--- src/rtl/img_pkg.sv ---
// Shared constants, loader state encoding and an address-range helper for the
// image loader and its raster address generator.
package img_pkg;

  localparam int unsigned IMG_W_DEF      = 256;
  localparam int unsigned IMG_H_DEF      = 256;
  localparam int unsigned ROW_STRIDE_DEF = 258;
  localparam int unsigned BASE_ADDR_DEF  = 259;
  localparam int unsigned START_CYC_DEF  = 3;
  localparam int unsigned ADDR_W_DEF     = 19;
  localparam int unsigned PIX_W          = 8;

  typedef enum logic [2:0] {
    IDLE,
    LOAD,
    START,
    WAIT,
    DONE
  } loader_state_e;

  // RAM address of the bottom-right pixel, computed wide so overflow is visible.
  function automatic longint unsigned last_pixel_addr(
    input int unsigned base_addr,
    input int unsigned row_stride,
    input int unsigned img_w,
    input int unsigned img_h
  );
    return 64'(base_addr) + 64'(img_h - 1) * 64'(row_stride) + 64'(img_w) - 64'd1;
  endfunction

endpackage

--- src/rtl/dram_image_loader_if.sv ---
// Pixel stream (valid/ready) plus data RAM write port of the image loader.
interface dram_image_loader_if
  import img_pkg::*;
#(
  parameter int unsigned ADDR_W = ADDR_W_DEF
);

  logic [PIX_W-1:0]  s_data;
  logic              s_valid;
  logic              s_ready;
  logic              ram_we;
  logic [ADDR_W-1:0] ram_addr;
  logic [PIX_W-1:0]  ram_wdata;

  // Host side: produces pixels, observes the RAM writes.
  modport master (
    output s_data, s_valid,
    input  s_ready, ram_we, ram_addr, ram_wdata
  );

  // Loader side: consumes pixels, drives the RAM write port.
  modport slave (
    input  s_data, s_valid,
    output s_ready, ram_we, ram_addr, ram_wdata
  );

endinterface

--- src/rtl/dram_image_loader_raster_addr_gen.sv ---
// Raster walk over the padded image area: column/row counters with an
// accumulated row base, so no multiplier is needed for the RAM address.
module raster_addr_gen #(
  parameter int unsigned IMG_W      = img_pkg::IMG_W_DEF,
  parameter int unsigned IMG_H      = img_pkg::IMG_H_DEF,
  parameter int unsigned ROW_STRIDE = img_pkg::ROW_STRIDE_DEF,
  parameter int unsigned BASE_ADDR  = img_pkg::BASE_ADDR_DEF,
  parameter int unsigned ADDR_W     = img_pkg::ADDR_W_DEF
) (
  input  logic              clk,
  input  logic              rst_n,
  input  logic              clear,
  input  logic              advance,
  output logic [ADDR_W-1:0] addr_c,
  output logic              last_c
);

  localparam int unsigned COL_W = (IMG_W > 1) ? $clog2(IMG_W) : 1;
  localparam int unsigned ROW_W = (IMG_H > 1) ? $clog2(IMG_H) : 1;

  logic [COL_W-1:0]  col;
  logic [ROW_W-1:0]  row;
  logic [ADDR_W-1:0] row_base;
  logic              col_end_c;

  assign col_end_c = (col == COL_W'(IMG_W - 1));
  assign last_c    = col_end_c && (row == ROW_W'(IMG_H - 1));
  assign addr_c    = row_base + ADDR_W'(col);

  // Return to pixel (0,0) on reset, on a new load and after the final pixel.
  always_ff @(posedge clk) begin
    if (!rst_n || clear || (advance && last_c)) begin
      col      <= '0;
      row      <= '0;
      row_base <= ADDR_W'(BASE_ADDR);
    end else if (advance) begin
      if (col_end_c) begin
        col      <= '0;
        row      <= row + ROW_W'(1);
        row_base <= row_base + ADDR_W'(ROW_STRIDE);
      end else begin
        col      <= col + COL_W'(1);
      end
    end
  end

endmodule

--- src/rtl/dram_image_loader.sv ---
// Host-side writer for the processor data RAM: streams a raster image into the
// padded image area, pulses proc_start and waits for processor_status.
module dram_image_loader
  import img_pkg::*;
#(
  parameter int unsigned IMG_W      = IMG_W_DEF,
  parameter int unsigned IMG_H      = IMG_H_DEF,
  parameter int unsigned ROW_STRIDE = ROW_STRIDE_DEF,
  parameter int unsigned BASE_ADDR  = BASE_ADDR_DEF,
  parameter int unsigned START_CYC  = START_CYC_DEF,
  parameter int unsigned ADDR_W     = ADDR_W_DEF
) (
  input  logic                clk,
  input  logic                rst_n,
  input  logic                load_en,
  dram_image_loader_if.slave  bus,
  output logic                proc_start,
  input  logic                processor_status,
  output logic                busy,
  output logic                done
);

  localparam int unsigned CNT_W = (START_CYC > 1) ? $clog2(START_CYC) : 1;
  localparam longint unsigned LAST_ADDR =
    last_pixel_addr(BASE_ADDR, ROW_STRIDE, IMG_W, IMG_H);

  if (LAST_ADDR >= (64'd1 << ADDR_W)) begin : g_addr_range
    $error("dram_image_loader: image area exceeds the %0d-bit RAM address space", ADDR_W);
  end

  loader_state_e     state;
  loader_state_e     next_state;
  logic [CNT_W-1:0]  start_cnt;
  logic              status_low;
  logic              transfer_c;
  logic              clear_c;
  logic              last_c;
  logic [ADDR_W-1:0] pix_addr_c;

  assign transfer_c = bus.s_valid & bus.s_ready;

  raster_addr_gen #(
    .IMG_W      (IMG_W),
    .IMG_H      (IMG_H),
    .ROW_STRIDE (ROW_STRIDE),
    .BASE_ADDR  (BASE_ADDR),
    .ADDR_W     (ADDR_W)
  ) u_addr_gen (
    .clk     (clk),
    .rst_n   (rst_n),
    .clear   (clear_c),
    .advance (transfer_c),
    .addr_c  (pix_addr_c),
    .last_c  (last_c)
  );

  // Loader sequencing; load_en is only honoured while idle or done.
  always_comb begin
    next_state = state;
    clear_c    = 1'b0;
    unique case (state)
      IDLE, DONE: begin
        if (load_en) begin
          next_state = LOAD;
          clear_c    = 1'b1;
        end
      end
      LOAD:  if (transfer_c && last_c) next_state = START;
      START: if (start_cnt == CNT_W'(START_CYC - 1)) next_state = WAIT;
      // A high status only counts right after a low cycle, so a stale high is ignored.
      WAIT:  if (processor_status && status_low) next_state = DONE;
      default: next_state = IDLE;
    endcase
  end

  always_ff @(posedge clk) begin
    if (!rst_n) begin
      state      <= IDLE;
      start_cnt  <= '0;
      status_low <= 1'b0;
    end else begin
      state      <= next_state;
      start_cnt  <= (state == START && next_state == START) ? start_cnt + CNT_W'(1) : '0;
      status_low <= (state == WAIT) && !processor_status;
    end
  end

  // Status outputs track the state register; the write port lags its transfer by one cycle.
  always_ff @(posedge clk) begin
    if (!rst_n) begin
      bus.s_ready   <= 1'b0;
      bus.ram_we    <= 1'b0;
      bus.ram_addr  <= '0;
      bus.ram_wdata <= '0;
      proc_start    <= 1'b0;
      busy          <= 1'b0;
      done          <= 1'b0;
    end else begin
      bus.s_ready <= (next_state == LOAD);
      proc_start  <= (next_state == START);
      busy        <= (next_state inside {LOAD, START, WAIT});
      done        <= (next_state == DONE);
      bus.ram_we  <= transfer_c;
      if (transfer_c) begin
        bus.ram_addr  <= pix_addr_c;
        bus.ram_wdata <= bus.s_data;
      end
    end
  end

endmodule

--- src/flat_wrapper.sv ---
// flat-port wrapper written by rule: the top's interface ports become plain ports
module dram_image_loader_flat import img_pkg::*;
#(
  parameter int unsigned IMG_W      = IMG_W_DEF,
  parameter int unsigned IMG_H      = IMG_H_DEF,
  parameter int unsigned ROW_STRIDE = ROW_STRIDE_DEF,
  parameter int unsigned BASE_ADDR  = BASE_ADDR_DEF,
  parameter int unsigned START_CYC  = START_CYC_DEF,
  parameter int unsigned ADDR_W     = ADDR_W_DEF
)
  (clk, rst_n, load_en, proc_start, processor_status, busy, done, bus_s_data, bus_s_valid, bus_s_ready, bus_ram_we, bus_ram_addr, bus_ram_wdata);
  dram_image_loader_if #(.ADDR_W(ADDR_W)) bus_i ();
  input  logic clk;
  input  logic rst_n;
  input  logic load_en;
  output logic proc_start;
  input  logic processor_status;
  output logic busy;
  output logic done;
  input wire logic [$bits(bus_i.s_data)-1:0] bus_s_data;
  input wire logic [$bits(bus_i.s_valid)-1:0] bus_s_valid;
  output wire logic [$bits(bus_i.s_ready)-1:0] bus_s_ready;
  output wire logic [$bits(bus_i.ram_we)-1:0] bus_ram_we;
  output wire logic [$bits(bus_i.ram_addr)-1:0] bus_ram_addr;
  output wire logic [$bits(bus_i.ram_wdata)-1:0] bus_ram_wdata;
  assign bus_i.s_data = bus_s_data;
  assign bus_i.s_valid = bus_s_valid;
  assign bus_s_ready = bus_i.s_ready;
  assign bus_ram_we = bus_i.ram_we;
  assign bus_ram_addr = bus_i.ram_addr;
  assign bus_ram_wdata = bus_i.ram_wdata;
  dram_image_loader #(.IMG_W(IMG_W), .IMG_H(IMG_H), .ROW_STRIDE(ROW_STRIDE), .BASE_ADDR(BASE_ADDR), .START_CYC(START_CYC), .ADDR_W(ADDR_W)) u_core (.clk(clk), .rst_n(rst_n), .load_en(load_en), .bus(bus_i), .proc_start(proc_start), .processor_status(processor_status), .busy(busy), .done(done));
endmodule
--- config.mk ---
export PLATFORM = sky130hd
export DESIGN_NAME = dram_image_loader_flat
export DESIGN_NICKNAME = d
export VERILOG_FILES = /design/src/rtl/img_pkg.sv /design/src/rtl/dram_image_loader_if.sv /design/src/rtl/dram_image_loader_raster_addr_gen.sv /design/src/rtl/dram_image_loader.sv /design/src/flat_wrapper.sv
export SDC_FILE = /design/constraint.sdc
export NUM_CORES = 1
export LEC_CHECK = 0
export ABC_AREA = 0
export CAP_MARGIN = 20
export CORE_MARGIN = 4
export CORE_UTILIZATION = 45
export DETAILED_ROUTE_END_ITERATION = 8
export PLACE_DENSITY = 0.68
export SETUP_SLACK_MARGIN = 0.5
export SYNTH_ARGS = -nofsm -noshare
export SYNTH_HDL_FRONTEND = slang
export SYNTH_SLANG_ARGS = --single-unit
--- constraint.sdc ---
create_clock -name clk -period 3.1 [get_ports clk]
set_input_delay 0.465 -clock clk [delete_from_list [all_inputs] [get_ports clk]]
set_output_delay 0.465 -clock clk [all_outputs]
set_load 0.01 [all_outputs]
; Word-level counts from Yosys, hierarchy flattened
; Cells that the tools add are included.
[totals]
register_bits = 73
latch_bits = 0
mem_bits_rw = 0
romBits = 0
in_bits = 13
wordCells = 52
n_memories = 0
[classes]
add_sub_neg = 5
mul = 0
div = 0
order_cmp = 0
eq_ne = 11
n_shift = 0
mux = 8
bitwise_logic = 1
n_reduce_logical = 14
[op_table]
columns = operator, count
row1 = $add 19x8->19, 1
row2 = $add 19x9->19 const B, 1
row3 = $add 8x1->8 const B, 2
row4 = $eq 8x8->1 const B, 2
row5 = $eq 3x2->1 const B, 4
row6 = $mux 3, 4
row7 = $pmux 3 s4, 1
row8 = $mux 8, 1
row9 = $eq 3x1->1 const B, 2
row10 = $eq 3x3->1 const B, 2
row11 = $logic_and 1x1->1, 5
row12 = $reduce_and 2->1, 2
row13 = $logic_not 3->1, 1
row14 = $reduce_bool 3->1, 1
row15 = $add 2x1->2 const B, 1
row16 = $eq 2x2->1 const B, 1
row17 = $logic_not 1->1, 2
row18 = $logic_or 1x1->1, 2
row19 = $mux 1, 2
row20 = $reduce_or 2->1, 1
row21 = $and 1x1->1, 1

; Longest topological paths before layout
[logic_depth]
word_depth = 8
mapped_depth = 9
depth_no_buf = 7

; Hierarchy
; From an unflattened synthesis, not the netlist that was laid out.
[unflattened]
hier_cells = 415
area_unflattened_um2 = 3588.4
[by_module_without_submodules]
columns = mod, n_inst, cells_each, area_per_inst_um2, seq_area_each_um2
row1 = raster_addr_gen, 1, 251, 2119.5, 680.7
row2 = dram_image_loader, 1, 164, 1468.9, 760.7

; Least setup slack after synthesis
; No wires, ideal clock.
[synth_path]
path_kind = reg-to-reg
from = register u_core.u_addr_gen.col[0]
to = register u_core.bus.ram_addr[14]
arrival_ns = 1.998
t_required_ns = 3.026
slack_ns = 1.028
path_stages_with_launch = 8
n_path_buf = 0
period_less_slack_ns = 2.072
path_cell_list = dfxtp_1 -> inv_1 -> fa_1 -> nand2b_1 -> a21oi_1 -> o21ai_0 -> or3_1 -> a31oi_1
[synth_via]
elab_chain_len = 1
[synth_rtl]
columns = item, line_no
row1 = "start, declared", dram_image_loader_raster_addr_gen.sv:21  ; logic [COL_W-1:0] col;
row2 = "start signal, assigned", dram_image_loader_raster_addr_gen.sv:42  ; col <= col + COL_W'(1);
row3 = $add 19x8->19, dram_image_loader_raster_addr_gen.sv:28  ; assign addr_c = row_base + ADDR_W'(col);
row4 = "end signal, assigned", dram_image_loader.sv:105  ; bus.ram_addr <= pix_addr_c;
row5 = "end, declared", dram_image_loader_if.sv:24  ; output s_ready, ram_we, ram_addr, ram_wdata
; No other way between the ends.
; A chain may end at the register's enable or synchronous reset.

; Worst setup path in the final report
[layout_path]
from = register u_core.u_addr_gen.row_base[2]
to = register u_core.bus.ram_addr[13]
[layout_via]
elab_chain_len = 1
[layout_rtl]
columns = item, line_no
row1 = "start, declared", dram_image_loader_raster_addr_gen.sv:23  ; logic [ADDR_W-1:0] row_base;
row2 = "start signal, assigned", dram_image_loader_raster_addr_gen.sv:35  ; row_base <= ADDR_W'(BASE_ADDR);
row3 = "start signal, assigned", dram_image_loader_raster_addr_gen.sv:40  ; row_base <= row_base + ADDR_W'(ROW_STRIDE);
row4 = $add 19x8->19, dram_image_loader_raster_addr_gen.sv:28
; No other way between the ends.

==> flow_metrics.env <==
export IMPL_path_cells="ha_1 -> nand3_1 -> a211oi_1 -> o21bai_1 -> xor2_1 -> a21oi_1"
export IMPL_rows=31
export IMPL_cts_hold_fix_buffers=0
export IMPL_areaGrowthSynthToFinish_pct=21.3
export IMPL_nFillCells=679
export IMPL_maxCapViolations=0
export IMPL_vdd_drop_max_uv=223
export IMPL_power_density_mw_per_mm2=432
export IMPL_via_per_inst=5.25
export IMPL_drt_iter0_drc=114
export IMPL_portBuffers=44
export IMPL_cts_root_buf="clkbuf_8"
export IMPL_die_w_um=94.0
export IMPL_syn_inst=394
export IMPL_ioPinCount=45
export IMPL_max_stage_delay_ps=730
export IMPL_finalHoldViolCount=0
export IMPL_final_nets=461
export IMPL_power_internal_mw=1.30
export IMPL_grt_pass1_vias=2614
export IMPL_path_delay_family="compound AO/OA/AOI/OAI gates"
export IMPL_p_sw_share_pct=25.6
export IMPL_drc=0
export IMPL_status="complete, no violations"
export IMPL_postCtsResizedCells=0
export IMPL_ys_ff_latch=72
export IMPL_slew_headroom_pct=43.4
export IMPL_hpwlAfterDp_mm=5.29
export IMPL_vias=2835
export IMPL_report_final_slew_viol_count=0
export IMPL_power_frac_seq_pct=54.6
export IMPL_fin_setup_tns_ps=0
export IMPL_max_freq_ghz=0.422
export IMPL_p_leak_nw=1.42
export IMPL_min_path_type="flop to flop"
export IMPL_holdWs_ps=417
export IMPL_setup_viol=0
export IMPL_startpoint_type="flop"
export IMPL_path_class="flop to flop"
export IMPL_diodes=0
export IMPL_core_mm2=0.00721
export IMPL_drive_above_1_share_pct=6.58
export IMPL_reg2reg_depth=6
export IMPL_antenna_left=0
export IMPL_overflow=0
export IMPL_syn_area_mm2=0.00333
export IMPL_yosysSeqAreaShare_pct=43.3
export IMPL_min_path_cells=1
export IMPL_cts_setup_buffers=0
export IMPL_arrival_ps=2600
export IMPL_synth_edf_count=0
export IMPL_grt_max_degree=30
export IMPL_cts_sinks=72
export IMPL_rsz0062_at_grt="no"
export IMPL_tritoncts="built"
export IMPL_start_util_pct=46.1
export IMPL_worstPathRequired_ps=3330
export IMPL_r2r_setup_slack_ps=730
export IMPL_avgSynthCellArea_um2=8.45
export IMPL_finalClockSkew_ps=12.4
export IMPL_pwr_share_comb_pct=7.1
export IMPL_worst_path_buf_inv=0
export IMPL_dr_pass1_iters=4
export IMPL_h_tree_depth=3
export IMPL_antenna_found_initial=0
export IMPL_slowest_stage="a211oi_1"
export IMPL_die_h_um=94.0
export IMPL_crit_cells=6
export IMPL_cts_clk_slew_worst_paths_ps=80
export IMPL_place_gp_congestion=0.851
export IMPL_yosysWarnings=0
export IMPL_grt_pass1_wl_mm=12.2
export IMPL_cp_max_fo=7
export IMPL_cts_path_max_buffers=2
export IMPL_synth_ff_type="dfxtp_1"
export IMPL_worstMarginPinSlew_ps=843
export IMPL_post_route_period_util_pct=76.5
export IMPL_clk_latency_ps=350
export IMPL_power_share_clock_pct=38.3
export IMPL_die_area_mm2=0.00884
export IMPL_track_usage_pct=17.4
export IMPL_netlist_cell_type_count=44
export IMPL_synth_fp_nets=419
export IMPL_numCtsBuffers=9
export IMPL_p_sw_mw=0.447
export IMPL_end_kind="flop"
export IMPL_finalWirelength_mm=7.26
export IMPL_min_period_ps=2370
export IMPL_wl_per_cell_um=13.4
export IMPL_async_reset_ff_share_pct=0
layout make-up:
cell class / instances / area (um2) / area share [%]
multi-input combinational: 295 / 1780 / 44.0
clock buffer: 9 / 124 / 3.07
tap: 99 / 124 / 3.07
sequential: 72 / 1440 / 35.7
timing repair buffer: 51 / 493 / 12.2
clock inverter: 7 / 55.1 / 1.36
inverter: 7 / 26.3 / 0.650
kinds of logic (layout without fill, tap and decap cells):
| group | Yosys count | count (layout) | share of synthesized area [%] |
|---|---|---|---|
| buffers and inverters | 27 | 74 | 3.68 |
| DFF | 72 | 72 | 43.3 |
| adders and majority gates | 12 | 12 | 4.74 |
| and+or+nand+nor | 161 | 161 | 23.8 |
| xor gates and xnor gates | 40 | 40 | 10.5 |
| AOI/OAI and AO/OA | 82 | 82 | 14.0 |
power groups by stage:
stage                     clock network, mW  logic, mW  registers [mW]
after global routing                  0.731      0.136           0.956
final                                 0.669      0.124           0.953
after global placement                    0      0.124           0.974
after detailed placement                  0      0.123           0.975
after floorplan                           0     0.0547           0.982
after CTS                             0.687      0.124           0.953
through the flow:
stage | worst slack, ps | area, um2 | total power, mW | instances | utilization [%]
2_1_floorplan | 1030 | 3330 | 1.04 | 394 | -
3_3_place_gp | 512 | 3850 | 1.10 | 524 | 53.4
3_5_place_dp | 477 | 3850 | 1.10 | 524 | 53.4
4_1_cts | 617 | 4030 | 1.76 | 540 | 55.8
5_1_grt | 544 | 4040 | 1.82 | 540 | 56.0
6_report | 728 | 4040 | 1.75 | 540 | 56.0
cells in the final DEF, fill, tap and decap left out, types with 4 or more instances in the layout:
cell type        count
o211ai_1             7
nor2_1              41
nand2_1             46
clkdlybuf4s50_1     44
or3_1                7
xor2_1              32
buf_4                7
dfxtp_1             72
xnor2_1              8
clkbuf_8             9
o21ai_0             24
inv_1                6
nand3_1             16
nor3_1              10
nand2b_1             4
nand4_1             17
ha_1                11
a21oi_1             36
synthesized netlist by cell type (all sizes together) (3+ instances only):
cell    number  area, um2
a211oi       3       22.5
a21oi       37        185
and2         3       18.8
and3         3       18.8
buf          6       43.8
clkbuf      14       52.6
dfxtp       72       1440
ha          11        138
inv          6       22.5
nand2       46        173
nand2b       4       25.0
nand3       17       90.1
nand4       18        119
nor2        41        154
nor2b        3       18.8
nor3        11       60.1
o211ai       7       52.6
o21ai       24        120
or3          8       55.1
xnor2        8       70.1
xor2        32        280
worst paths after layout:
path,from,end
hold reg to reg,u_core.start_cnt[0],u_core.start_cnt[0]
setup reg to reg,u_core.u_addr_gen.row_base[2],u_core.bus.ram_addr[13]
hold / removal,u_core.start_cnt[0],u_core.start_cnt[0]
setup / recovery,u_core.u_addr_gen.row_base[2],u_core.bus.ram_addr[13]
routing by layer:
metal,GRT usage [%],vias up,part of all wire [%]
li1,-,1463,-
met1,25.5,1299,51
met2,25.0,69,43
met3,3.37,4,5.8
met4,6.74,0,0.63
met5,0,-,0
state kept, by name, indices dropped and copies added, names as in the netlist, 2 cells and up:
| signal | flops |
|---|---|
| u_core.bus.ram_addr | 19 |
| u_core.u_addr_gen.row_base | 18 |
| u_core.bus.ram_wdata | 8 |
| u_core.u_addr_gen.col | 8 |
| u_core.u_addr_gen.row | 8 |
| u_core.state | 3 |
| u_core.start_cnt | 2 |
No activity file was read; power rests on OpenSTA's default activity.
